## src/rtl/btn_debounce.sv

```systemverilog
// Push-button debouncer: 2-FF synchroniser, consecutive-cycle debounce counter,
// registered press/release strobes and a one-shot long-press strobe.
module btn_debounce #(
    parameter int DEBOUNCE   = 1000000,
    parameter int LONG       = 100000000,
    parameter bit ACTIVE_LOW = 1'b1
) (
    input  logic clk_i,
    input  logic clr_i,
    input  logic btn_i,
    output logic pressed_o,
    output logic press_o,
    output logic release_o,
    output logic long_press_o
);
    localparam int CW = $clog2(DEBOUNCE + 1);
    localparam int HW = $clog2(LONG + 1);
    localparam logic [CW-1:0] CNT_LAST  = CW'(DEBOUNCE - 1);
    localparam logic [HW-1:0] HOLD_MAX  = HW'(LONG);
    localparam logic [HW-1:0] HOLD_LAST = HW'(LONG - 1);
    localparam logic [CW-1:0] CNT_ONE   = CW'(1);
    localparam logic [HW-1:0] HOLD_ONE  = HW'(1);

    logic          s1_q, s2_q, s;
    logic [CW-1:0] cnt_q, cnt_d;
    logic          pressed_q, pressed_d;
    logic [HW-1:0] hold_q, hold_d;
    logic          press_q, press_d;
    logic          release_q, release_d;
    logic          long_q, long_d;

    assign s = s2_q ^ ACTIVE_LOW;

    always_comb begin
        cnt_d     = '0;
        pressed_d = pressed_q;
        hold_d    = '0;
        long_d    = 1'b0;
        // Any cycle where the input agrees with the state restarts the count.
        if (s != pressed_q) begin
            if (cnt_q == CNT_LAST) pressed_d = ~pressed_q;
            else                   cnt_d     = cnt_q + CNT_ONE;
        end
        press_d   = pressed_d & ~pressed_q;
        release_d = ~pressed_d & pressed_q;
        // Hold time only accrues across edges where the level stays pressed.
        if (pressed_q && pressed_d) begin
            hold_d = (hold_q == HOLD_MAX) ? hold_q : hold_q + HOLD_ONE;
            long_d = (hold_q == HOLD_LAST);
        end
    end

    always_ff @(posedge clk_i) begin
        if (clr_i) begin
            s1_q      <= ACTIVE_LOW;
            s2_q      <= ACTIVE_LOW;
            cnt_q     <= '0;
            pressed_q <= 1'b0;
            hold_q    <= '0;
            press_q   <= 1'b0;
            release_q <= 1'b0;
            long_q    <= 1'b0;
        end else begin
            s1_q      <= btn_i;
            s2_q      <= s1_q;
            cnt_q     <= cnt_d;
            pressed_q <= pressed_d;
            hold_q    <= hold_d;
            press_q   <= press_d;
            release_q <= release_d;
            long_q    <= long_d;
        end
    end

    assign pressed_o    = pressed_q;
    assign press_o      = press_q;
    assign release_o    = release_q;
    assign long_press_o = long_q;
endmodule
```

## config.mk

```make
export PLATFORM = sky130hd
export DESIGN_NAME = btn_debounce
export DESIGN_NICKNAME = d
export VERILOG_FILES = /design/src/rtl/btn_debounce.sv
export SDC_FILE = /design/constraint.sdc
export NUM_CORES = 1
export LEC_CHECK = 0
export ABC_CLOCK_PERIOD_IN_PS = 3500
export CAP_MARGIN = 10
export CORE_ASPECT_RATIO = 0.9
export CORE_MARGIN = 5
export CORE_UTILIZATION = 60
export CTS_CLUSTER_SIZE = 25
export DETAILED_ROUTE_END_ITERATION = 8
export HOLD_SLACK_MARGIN = 0.06
export PLACE_DENSITY = 0.85
export SLEW_MARGIN = 25
export SYNTH_ARGS = -nofsm -noshare
export SYNTH_HDL_FRONTEND = slang
export SYNTH_SLANG_ARGS = --single-unit
```

## constraint.sdc

```tcl
create_clock -name clk_i -period 3.5 [get_ports clk_i]
set_input_delay 0.7 -clock clk_i [delete_from_list [all_inputs] [get_ports clk_i]]
set_output_delay 0.7 -clock clk_i [all_outputs]
set_load 0.01 [all_outputs]
```

==> results_dict.tcl <==
set metrics [dict create \
    fin_ws_ns 0.982 \
    max_freq_ghz 0.397 \
    cts-htree-levels 2 \
    die_h_um 71.3 \
    regArea_um2 1060 \
    drive_gt1_share_pct 5.39 \
    drc_errors 0 \
    cts_setup_buffers 0 \
    async_flop_share_pct 0 \
    synth_cell_types 35 \
    antennaDiodeCount 0 \
    cts_inserted_buffers 5 \
    max_slew.worst_pin.slew_ns 0.782 \
    initial_core_util_pct 61.9 \
    rr_endpoint "cnt_q[7]$_SDFF_PP0_" \
    arrival_ns 2.68 \
    row_count 22 \
    fin_crit_sh_pct 72.0 \
    relSlewSlack_pct 47.9 \
    holdPathEnd "s2_q$_SDFF_PP1_" \
    dp_slack_ns 0.959 \
    maxCapViolations 0 \
    yosys_warnings 0 \
    setup_tns_ns 0 \
    firstDrtPassIters 4 \
    drt-initial-drc-count 190 \
    grt_pass1_wl_um 8190 \
    cts_buffer_depth 2 \
    ant_nets 0 \
    syn-mean-instance-area_um2 8.58 \
    p_seq_share_pct 55.0 \
    grt_start_max_net_pins 29 \
    cp-end-kind "register" \
    rsz0062_at_grt "false" \
    io_pins 7 \
    ys_seq_elements 53 \
    n_fill_cell 343 \
    synth_nets 298 \
    grt_remaining_overflow 0 \
    setup-violations-final 0 \
    worstRegToRegCells 5 \
    core-area_um2 4050 \
    reg2reg_slack_ns 0.98 \
    syn2layout_area_growth_pct 8.09 \
    clk_pin_slew_ns 0.09 \
    nNetsFinal 302 \
    cts_hold_buf 0 \
    clk_latency_ns 0.31 \
    required_ns 3.67 \
    power.share.clock_pct 44.3 \
    hp-class "reg -> reg" \
    p_int_mw 0.891 \
    fp.dieW_um 78.1 \
    syn_inst 292 \
    root_buffer "clkbuf_8" \
    post_drt_wl_per_cell_um 14.4 \
    post-dp-hpwl_um 3430 \
    design_area_um2 2710 \
    portBuffers 6 \
    syn_area_um2 2500 \
    ir_worst_vdd_mv 0.275 \
    multi_input_area_um2 1350 \
    viasPerCell 6.17 \
    holdCritStartpoint "s1_q$_SDFF_PP1_" \
    power_switching_share_pct 19.0 \
    rr_startpoint "cnt_q[0]$_SDFF_PP0_" \
    cts_resized 0 \
    antenna_found_initial 0 \
    crit_type "reg -> reg" \
    finClkSkew_ns 0.00865 \
    grt_use_total_pct 17.7 \
    final_common_cell "dfxtp_1" \
    synth-edff-count 0 \
    vias 2130 \
    critPathMaxFanout 19 \
    stdcell_count 345 \
    layout_common_cells "53 x dfxtp_1, 29 x nor2_1, 24 x a21oi_1" \
    ys_seq_area_share_pct 42.4 \
    routed_wl_um 4970 \
    fin_crit_ns 2.52 \
    hold_violations 0 \
    dieArea_um2 5570 \
    cts.sinks 53 \
    leakage_nw 0.786 \
    outcome "finished clean" \
    p_per_area_nw_per_um2 406 \
    hold_depth 1 \
    synthFlopType "dfxtp_1" \
    cts_tree "yes" \
    placed_area_um2 2570 \
    report.final.slew_viol_count 0 \
    grt_pass1_vias 1874 \
    combPwrFrac_pct 0.7 \
    start_kind "register" \
    p_switching_mw 0.209 \
    placedCellCount 337 \
    routabilityCongestion 0.914 \
]
-- critical path, cell delays in order (launching register included) --
cell	delay (ns)
dfxtp_1	0.39
ha_1	0.21
nand3_1	0.24
or4_1	0.74
o21ai_2	0.67
nor2_1	0.12
-- power groups by stage --
stage | registers (mW) | clock network, mW | logic (mW)
2_1_floorplan | 0.619 | 0 | 0.00397
3_3_place_gp | 0.619 | 0 | 0.00711
4_1_cts | 0.605 | 0.496 | 0.00737
5_1_grt | 0.605 | 0.524 | 0.00814
6_report | 0.605 | 0.488 | 0.00727
3_5_place_dp | 0.619 | 0 | 0.00732
-- worst max path at each step --
stage / from / endpoint / slack [ns] / cells after the start
detailed placement: cnt_q[0]$_SDFF_PP0_ / cnt_q[6]$_SDFF_PP0_ / 0.96 / 5
finish: cnt_q[0]$_SDFF_PP0_ / cnt_q[7]$_SDFF_PP0_ / 0.98 / 5
global placement: cnt_q[0]$_SDFF_PP0_ / cnt_q[12]$_SDFF_PP0_ / 1.09 / 5
floorplan: cnt_q[0]$_SDFF_PP0_ / hold_q[22]$_SDFFE_PP0P_ / 1.37 / 7
CTS: cnt_q[0]$_SDFF_PP0_ / cnt_q[6]$_SDFF_PP0_ / 0.95 / 5
global route: cnt_q[0]$_SDFF_PP0_ / cnt_q[6]$_SDFF_PP0_ / 0.80 / 5
-- state kept, by name, summed over array words and instances (netlist names) --
signal / cells
cnt_q: 20
pressed_o: 1
hold_q: 27
s1_q: 1
release_o: 1
long_press_o: 1
press_o: 1
s2_q: 1
-- logic make-up (layout without fill, tap and decap cells) --
logic type,Yosys count,count (layout),synth area share (%)
compound gates,48,48,11.7
simple gates,146,146,32.7
buf+inv,19,24,3.70
xor+xnor,23,23,8.04
fa+ha+maj,3,3,1.50
flops,53,53,42.4
-- layout make-up --
| type | instances | area share, % |
|---|---|---|
| Tap cell | 48 | 2.22 |
| Clock inverter | 3 | 2.40 |
| Sequential cell | 53 | 39.2 |
| Timing Repair Buffer | 7 | 2.50 |
| Multi-Input combinational cell | 220 | 49.9 |
| Inverter | 9 | 1.25 |
| Clock buffer | 5 | 2.54 |
-- layer usage --
metal / vias up / global-route usage (%) / share of wire, %
li1: 1078 / - / -
met2: 28 / 27.8 / 44
met5: - / 0 / 0
met4: 0 / 3.56 / 0.66
met1: 1020 / 24.0 / 51
met3: 4 / 5.90 / 3.7
-- cell usage after synthesis, types with 6 or more instances --
master   count  share of area (%)
dfxtp_1     53                 42
a21oi_1     24                4.8
xor2_1      11                3.8
inv_1        9                1.3
and4_1       7                2.4
nand2_1     19                2.8
nor4_1       6                1.5
nand3_1     22                4.4
xnor2_1     12                4.2
o21ai_0     10                2.0
nand4_1     12                3.0
nor3_1       6                1.2
or4_1       18                5.4
o31ai_1     10                3.0
or3_1        7                1.7
nor2_1      29                4.3
and3_1       6                1.5
-- metrics by stage --
stage          util, %  power, mW  hold WS (ns)
6_report          66.9       1.10         0.425
5_1_grt           66.9       1.14         0.454
4_1_cts           66.9       1.11         0.430
3_5_place_dp      63.6      0.626         0.403
3_3_place_gp      63.6      0.626         0.396
2_1_floorplan        -      0.623         0.389
No activity file was read; power rests on OpenSTA's default activity.
